### config.mk
export PLATFORM = sky130hd
export DESIGN_NAME = car_request_conditioner
export DESIGN_NICKNAME = d
export VERILOG_FILES = /design/src/rtl/car_request_conditioner.sv
export SDC_FILE = /design/constraint.sdc
export NUM_CORES = 1
export LEC_CHECK = 0
export BUFFER_PORTS_ARGS = -buffer_cell sky130_fd_sc_hd__buf_4
export CORE_UTILIZATION = 50
export CTS_BUF_LIST = sky130_fd_sc_hd__clkbuf_16
export DETAILED_ROUTE_END_ITERATION = 12
export PLACE_DENSITY_LB_ADDON = 0.2
export SYNTH_ARGS = -nofsm -noshare
export SYNTH_HDL_FRONTEND = slang
export SYNTH_SLANG_ARGS = --single-unit
### constraint.sdc
create_clock -name clk -period 3.7 [get_ports clk]
set_clock_uncertainty 0.2 [all_clocks]
set_input_delay 0 -clock clk [delete_from_list [all_inputs] [get_ports clk]]
set_output_delay 0 -clock clk [all_outputs]
set_load 0.005 [all_outputs]
### src/rtl/car_request_conditioner.sv
// Conditions the country-road loop sensor into a car-waiting request for the traffic signal
// controller, with a waiting-car count and min/max country-green and highway-green timing.
module car_request_conditioner #(
  parameter int unsigned DEBOUNCE   = 4,
  parameter int unsigned CAR_CYCLES = 8,
  parameter int unsigned MIN_GREEN  = 4,
  parameter int unsigned MAX_GREEN  = 32,
  parameter int unsigned HW_MIN     = 16,
  parameter int unsigned CW         = 4
) (
  input  logic          clk,
  input  logic          clear_n,
  input  logic          sensor_raw,
  input  logic          country_green,
  output logic          signal,
  output logic [CW-1:0] car_count,
  output logic [1:0]    fsm_state,
  output logic          timeout
);

  localparam int unsigned DbW    = $clog2(DEBOUNCE + 1);
  localparam int unsigned DepW   = $clog2(CAR_CYCLES + 1);
  localparam int unsigned ServeW = $clog2(MAX_GREEN + 1);
  localparam int unsigned CoolW  = $clog2(HW_MIN + 1);

  localparam logic [DbW-1:0]    DbLast    = DbW'(DEBOUNCE - 1);
  localparam logic [DepW-1:0]   DepLast   = DepW'(CAR_CYCLES - 1);
  localparam logic [ServeW-1:0] ServeLast = ServeW'(MAX_GREEN - 1);
  localparam logic [ServeW-1:0] MinLast   = ServeW'(MIN_GREEN - 1);
  localparam logic [CoolW-1:0]  CoolLast  = CoolW'(HW_MIN - 1);
  localparam logic [CW-1:0]     CountMax  = '1;

  typedef enum logic [1:0] {
    StIdle     = 2'd0,
    StRequest  = 2'd1,
    StServe    = 2'd2,
    StCooldown = 2'd3
  } state_e;

  logic              meta_q, sync_q;
  logic              db_q, db_d, db_prev_q;
  logic [DbW-1:0]    db_cnt_q, db_cnt_d;
  logic [DepW-1:0]   dep_q, dep_d;
  logic [CW-1:0]     count_q, count_d;
  logic [ServeW-1:0] serve_q, serve_d;
  logic [CoolW-1:0]  cool_q, cool_d;
  logic              timeout_q, timeout_d;
  state_e            state_q, state_d;
  logic              arrival, dep_tick;

  // A level change is accepted only after DEBOUNCE consecutive differing cycles.
  always_comb begin
    db_d     = db_q;
    db_cnt_d = '0;
    if (sync_q != db_q) begin
      if (db_cnt_q == DbLast) begin
        db_d = sync_q;
      end else begin
        db_cnt_d = db_cnt_q + 1'b1;
      end
    end
  end

  assign arrival  = db_q & ~db_prev_q;
  assign dep_tick = country_green && (dep_q == DepLast);

  always_comb begin
    dep_d = '0;
    if (country_green && !dep_tick) begin
      dep_d = dep_q + 1'b1;
    end
  end

  // Arrival and departure in the same cycle cancel out.
  always_comb begin
    count_d = count_q;
    case ({arrival, dep_tick})
      2'b10:   if (count_q != CountMax) count_d = count_q + 1'b1;
      2'b01:   if (count_q != '0)       count_d = count_q - 1'b1;
      default: count_d = count_q;
    endcase
  end

  always_comb begin
    state_d   = state_q;
    serve_d   = serve_q;
    cool_d    = cool_q;
    timeout_d = 1'b0;
    case (state_q)
      StIdle: begin
        if (count_q != '0) state_d = StRequest;
      end
      StRequest: begin
        if (country_green) begin
          state_d = StServe;
          serve_d = '0;
        end
      end
      StServe: begin
        if (serve_q == ServeLast) begin
          state_d   = StCooldown;
          cool_d    = '0;
          timeout_d = 1'b1;
        end else if ((count_q == '0) && (serve_q >= MinLast)) begin
          state_d = StCooldown;
          cool_d  = '0;
        end else if (!country_green) begin
          state_d = StCooldown;
          cool_d  = '0;
        end else begin
          serve_d = serve_q + 1'b1;
        end
      end
      StCooldown: begin
        // Only highway-green time counts towards the minimum highway interval.
        if (!country_green) begin
          if (cool_q == CoolLast) begin
            state_d = StIdle;
          end else begin
            cool_d = cool_q + 1'b1;
          end
        end
      end
      default: state_d = StIdle;
    endcase
  end

  always_ff @(posedge clk) begin
    if (!clear_n) begin
      meta_q    <= 1'b0;
      sync_q    <= 1'b0;
      db_q      <= 1'b0;
      db_prev_q <= 1'b0;
      db_cnt_q  <= '0;
      dep_q     <= '0;
      count_q   <= '0;
      serve_q   <= '0;
      cool_q    <= '0;
      timeout_q <= 1'b0;
      state_q   <= StIdle;
    end else begin
      meta_q    <= sensor_raw;
      sync_q    <= meta_q;
      db_q      <= db_d;
      db_prev_q <= db_q;
      db_cnt_q  <= db_cnt_d;
      dep_q     <= dep_d;
      count_q   <= count_d;
      serve_q   <= serve_d;
      cool_q    <= cool_d;
      timeout_q <= timeout_d;
      state_q   <= state_d;
    end
  end

  assign signal    = (state_q == StRequest) || (state_q == StServe);
  assign car_count = count_q;
  assign fsm_state = state_q;
  assign timeout   = timeout_q;

endmodule

==> results of run 1 <==
[flip-flops by register name, summed over array words and instances, names as in the netlist]
name       count
db_cnt_q       3
db_q           1
sync_q         1
db_prev_q      1
serve_q        6
cool_q         5
meta_q         1
dep_q          4
timeout        1
car_count      4
fsm_state      2
[logic make-up (layout without fill, tap and decap cells)]
group | Yosys count | after routing | share of synthesized area, %
buf+inv | 21 | 37 | 5.77
mux | 4 | 4 | 2.60
fa+ha+maj | 13 | 13 | 11.1
xor+xnor | 4 | 4 | 2.28
simple gates | 57 | 57 | 19.7
compound gates | 44 | 44 | 20.9
flops | 29 | 29 | 37.7
[routing by layer]
layer / global-route usage, % / wire length (µm) / vias to the layer above
li1: - / - / 663
met1: 22.3 / 1350 / 658
met2: 37.9 / 1610 / 29
met3: 7.48 / 157 / 6
met4: 10.5 / 62 / 0
met5: 0 / 0 / -
[where the power goes]
group / total, mW / leakage (nW) / switching, mW / internal [mW]
Sequential: 0.320 / 0.234 / 0.00308 / 0.317
Clock: 0.452 / 0.0775 / 0.137 / 0.314
Combinational: 0.0356 / 0.394 / 0.0196 / 0.0160
[worst max-delay path: stages, from the launching register on]
cell,delay [ps]
dfxtp_1,350
ha_1,220
nand4b_1,260
or2_2,400
inv_1,90
ha_1,270
a21oi_1,210
a211oi_1,110
a211oi_1,280
mux2i_1,220
[cell usage in the layout (no fill, tap or decap), drive strengths merged, types with 3 or more instances in the layout]
| master | synthesis | final |
|---|---|---|
| a21oi | 10 | 10 |
| a311oi | 5 | 5 |
| and2 | 3 | 3 |
| buf | 2 | 11 |
| clkbuf | 5 | 5 |
| dfxtp | 29 | 29 |
| dlygate4sd3 | 0 | 4 |
| ha | 12 | 12 |
| inv | 14 | 14 |
| mux2i | 4 | 4 |
| nand2 | 13 | 13 |
| nand2b | 3 | 3 |
| nand3 | 7 | 7 |
| nand4 | 4 | 4 |
| nor2 | 7 | 7 |
| nor3 | 5 | 5 |
| o211ai | 4 | 4 |
| o21ai | 9 | 9 |
| or3 | 3 | 3 |
| xnor2 | 3 | 3 |
[path summary, 6_finish.rpt]
check / endpoint / slack [ps] / depth (start not counted)
worst max-delay path: car_count[3]$_SDFFE_PN0P_ / 1030 / 9
worst min-delay path: sync_q$_SDFF_PN0_ / 240 / 1
worst max register to register: car_count[3]$_SDFFE_PN0P_ / 1030 / 9
worst min register to register: sync_q$_SDFF_PN0_ / 240 / 1
[through the flow]
| step | setup WS [ps] | utilization (%) |
|---|---|---|
| 3_3_place_gp | 1290 | 57.4 |
| 3_5_place_dp | 1060 | 57.4 |
| 5_1_grt | 947 | 64.7 |
| 4_1_cts | 1040 | 64.7 |
| 6_report | 1030 | 64.7 |
| 2_1_floorplan | 1370 | - |
[area by class of cell]
cell class	count	area (µm²)	area share, %
Clock buffer	5	125	6.84
Multi-Input combinational cell	122	870	47.5
Tap cell	31	38.8	2.12
Timing Repair Buffer	15	123	6.70
Sequential cell	29	581	31.7
Inverter	14	52.6	2.87
Clock inverter	3	41.3	2.26
==> summary.md, run 1 <==
| Metric | Value |
|---|---|
| Post-Syn Instances | 172 |
| Primary FF master, synth | dfxtp_1 |
| Drt total wl | 3180 µm |
| Clock Latency Late Sink | approximately 280 ps |
| CTS Sinks | 29 |
| Remaining global-route overflow | 0 |
| Least-Margin Pin Slew | 785 ps |
| Die Ht | between 50 and 60 µm |
| Clk slew on worst S/H paths | 50 ps |
| Critical path type | flop to flop |
| FF+latch count, synth | 29 |
| Initial DRC count | 74 |
| Most frequent cells after synthesis | 29 x dfxtp_1, 14 x inv_1, 13 x nand2_1 |
| Count leader, synth | dfxtp_1 |
| Post-Place Cells | slightly above 200 |
| # H-tree levels | 2 |
| F_max | 374 MHz |
| Syn Nets | between 150 and 200 |
| Largest net degree at the start of global routing | 18 |
| Area after DPL | 1620 µm² |
| Antenna violations before repair | 0 |
| Outcome | finished, violations left |
| Vias in the first global route | about 1.3k |
| Final min period | 2670 ps |
| # rows | 19 |
| Ranking of synthesized cells by area | dfxtp_1 38%, ha_1 9.8%, inv_1 3.4% |
| Number of fill cells in the layout | around 240 |
| TritonCTS Buffers | 5 |
| Die X | between 50 and 60 µm |
| RSZ-0062 raised after global routing | no |
| VDD IR max | around 0.23 mV |
| Top cell type's share of synthesized area | 37.7% |
| Final-report setup violation count | 0 |
| P per Cell Area | between 400 and 500 nW/µm² |
| Clock Path Buffers | 2 |
| Slew Limit Fails | 0 |
| Hold buffer count at cts | 4 |
| Via count | ~1.4k |
| Aggregate negative setup slack | 0 ps |
| Sequential share of the synthesized area | a little under two fifths |
| Final Non-Filler Cells | 219 |
| Dpl hpwl | around 2300 µm |
| Die area | 3300 µm² |
| Layout area overhead | 18.9% |
| Distinct cells, synth | between 40 and 50 |
| GRT Overall Usage | a little over a fifth |
| Static Leak | just over 0.7 nW |
| Drt drc | 2 |
| Worst Hold Launch | meta_q$_SDFF_PN0_ |
| Routed len/inst | between 10 and 15 µm |
| Start of the worst register-to-register path | dep_q[0]$_SDFF_PN0_ |
| Final Hold Fails | 0 |
| Critical path launch point | dep_q[0]$_SDFF_PN0_ |
| Postcts setup bufs | 0 |
| Core area | roughly 2800 µm² |
| WHS | 242 ps |
| Mapped Area | roughly 1500 µm² |
| Design area | 1830 µm² |
| Slew Limit Headroom | between 40% and 50% |
| Clk root buf | clkbuf_16 |
| Worst hold path type | flop to flop |
| Drt first pass iters | 8 |
| Max cap viols | 0 |
| Critical-path maximum fanout | 7 |
| RePlAce Congestion | between 0.7 and 0.8 |
| Diodes inserted | 0 |
| Post-CTS resize count | 0 |
| Initial Utilization | 54.4% |
| CP Launch Type | flop |
| Post-DR vias/cell | 6.19 |
| Port Buffers | 11 |
| EDFF count, synth | 0 |
| Post-synth top area cell | dfxtp_1 |
| Failing checks | DRC |
| Syn. warnings | 0 |
| CP arrival | roughly 2700 ps |
| Share of post-route cells with drive strength above 1 | 12.2% |
| I/O Pins | 12 |
| First-pass GRT wire length | roughly 5300 µm |
| NumNets Final | 204 |
| Critical path capture point type | flop |
| Avg Inst Size Synth | 8.95 µm² |
| CTS tree | done |
| Antenna-violating nets left | 0 |
| Req. time, crit path | approximately 3700 ps |
| Ys async rst share | 0% |
| Final Power | 0.807 mW |
| Tcrit/Tclk final | 72.3% |
(Power assumes the default switching activity.)
==> run 2, diff against run 1 <==
- clock period: 3.7 -> 2.38 ns (I/O delays scaled with it)
==> summary.md, run 2 (synthesis gave the netlist of run 1 again) <==
| Metric | Value |
|---|---|
| Outcome | finished, violations left |
| Failing checks | DRC |
| Final min period | between 2000 and 2500 ps |
| Slew Limit Headroom | approximately two thirds |
| Post-DR vias/cell | between 6 and 7 |
| Largest register FFs | 6 |
| Biggest regs | serve_q: 6 flops, cool_q: 5 flops |
| Tcrit/Tclk final | between 90 and 100% |
| Aggregate negative setup slack | 0 ps |
| Drt first pass iters | 8 |
| Area of the multi-input gates | around 900 µm² |
| CTS tree | done |
| Most frequent cells in the layout | 28 x dfxtp_1, 17 x buf_4, 14 x inv_1, 13 x nand2_1, 10 x ha_1 |
| Layout area overhead | 22.0% |
| F_max | roughly 450 MHz |
| NumNets Final | 210 |
| CTS Sinks | 29 |
| RePlAce Congestion | about 0.78 |
| Slew Limit Fails | 0 |
| Via count | about 1.4k |
| Final Power | 1.15 mW |
| CP Launch Type | flop |
| VDD IR max | 0.618 mV |
| Clk root buf | clkbuf_16 |
| Final-report setup violation count | 0 |
| Number of fill cells in the layout | between 200 and 250 |
| Die area | roughly 3300 µm² |
| Die X | roughly 57 µm |
| Drt total wl | 3210 µm |
| Largest Register | serve_q |
| Die Ht | between 50 and 60 µm |
| Clock Latency Late Sink | approximately 280 ps |
| Vias in the first global route | about 1.3k |
| Share of post-route cells with drive strength above 1 | between 10% and 20% |
| I/O Pins | 12 |
| Diodes inserted | 0 |
| Req. time, crit path | between 2000 and 2500 ps |
| Max cap viols | 0 |
| Antenna violations before repair | 0 |
| FF/Latch Area | 582 µm² |
| Critical-path maximum fanout | 3 |
| CP arrival | about 2200 ps |
| Least-Margin Pin Slew | roughly 510 ps |
| Port Buffers | 11 |
| CP top delay family | simple AND/OR/NAND/NOR gates |
| Static Leak | approximately 0.73 nW |
| Largest net degree at the start of global routing | 18 |
| Final Hold Fails | 0 |
| Slowest stage delay, CP | roughly 340 ps |
| Core area | 2830 µm² |
| Initial Utilization | 54.4% |
| TritonCTS Buffers | 5 |
| Critical path type | flop to flop |
| First-pass GRT wire length | ~5600 µm |
| Critical path capture point type | flop |
| RSZ-0062 raised after global routing | no |
| Start of the worst register-to-register path | dep_q[1]$_SDFF_PN0_ |
| Commonest non-fill, non-tap cell in the layout | dfxtp_1 |
| Critical path launch point | dep_q[1]$_SDFF_PN0_ |
| # H-tree levels | 2 |
| Antenna-violating nets left | 0 |
| Buf/Inv on CP | 1 |
| GRT Overall Usage | ~23% |
| Worst Hold Launch | dep_q[0]$_SDFF_PN0_ |
| Dpl hpwl | between 2000 and 2500 µm |
| Clk slew on worst S/H paths | approximately 50 ps |
| Crit-path cells | ha_2, nand4b_1, or2_2, inv_2, ha_4, nand3_1, o211a_1, a211oi_1, mux2i_1 |
| Worst hold path type | flop to flop |
| Remaining global-route overflow | 0 |
| Drt drc | 2 |
| Clock Path Buffers | 2 |
| Crit-path slowest cell | or2_2 |
| # rows | 19 |
| P per Cell Area | just over 600 nW/µm² |
| Initial DRC count | 57 |
| Area after DPL | roughly 1700 µm² |
| Routed len/inst | approximately 14 µm |
| Design area | around 1900 µm² |
run 2: cell types whose count changed in the layout (fill, tap and decap cells not counted), sizes merged:
cell      delta
buf          +6
bufinv       -1
clkinv       +1
clkinvlp     -1
inv          +1
run 2: per-stage QoR:
step | utilization (%) | std cells | hold slack (ps) | setup slack (ps)
after CTS | 65.6 | 225 | 231 | 9.93
after floorplan | - | 172 | -72.7 | 53.4
after global placement | 58.7 | 212 | 14.5 | 115
after detailed placement | 58.7 | 212 | 15.3 | -7.50
final | 66.4 | 225 | 216 | 162
after global routing | 66.4 | 225 | 247 | 1.70
run 2: where the power goes:
| part | switching [mW] | internal, mW | total (mW) |
|---|---|---|---|
| Sequential | 0.00471 | 0.493 | 0.497 |
| Combinational | 0.0301 | 0.0260 | 0.0561 |
| Clock | 0.215 | 0.378 | 0.593 |
run 2: metal layers:
layer / wire length, µm / vias to the layer above / track usage, %
li1: - / 675 / -
met1: 1420 / 649 / 26.1
met2: 1540 / 32 / 37.0
met3: 182 / 7 / 9.52
met4: 61 / 0 / 9.41
met5: 0 / - / 0
run 2: cell type report:
class,instances,share of cell area (%)
Timing Repair Buffer,21,8.93
Inverter,14,2.80
Sequential cell,29,31.0
Tap cell,31,2.07
Clock inverter,3,0.733
Multi-Input combinational cell,122,47.8
Clock buffer,5,6.66
run 2: final timing paths:
check                              endpoint  slack, ps  cells after the start
setup reg to reg  car_count[3]$_SDFFE_PN0P_        160                      9
hold / removal          dep_q[0]$_SDFF_PN0_        220                      1
hold reg to reg         dep_q[0]$_SDFF_PN0_        220                      1
setup / recovery  car_count[3]$_SDFFE_PN0P_        160                      9
run 2: repair_timing:
item	in CTS	in global routing
gates resized for setup	3	4
pin swaps	3	2
hold endpoints to repair	15	0
hold buffers	4	0
setup endpoints to repair	1	1
buffers inserted	1	0
gates cloned	0	0
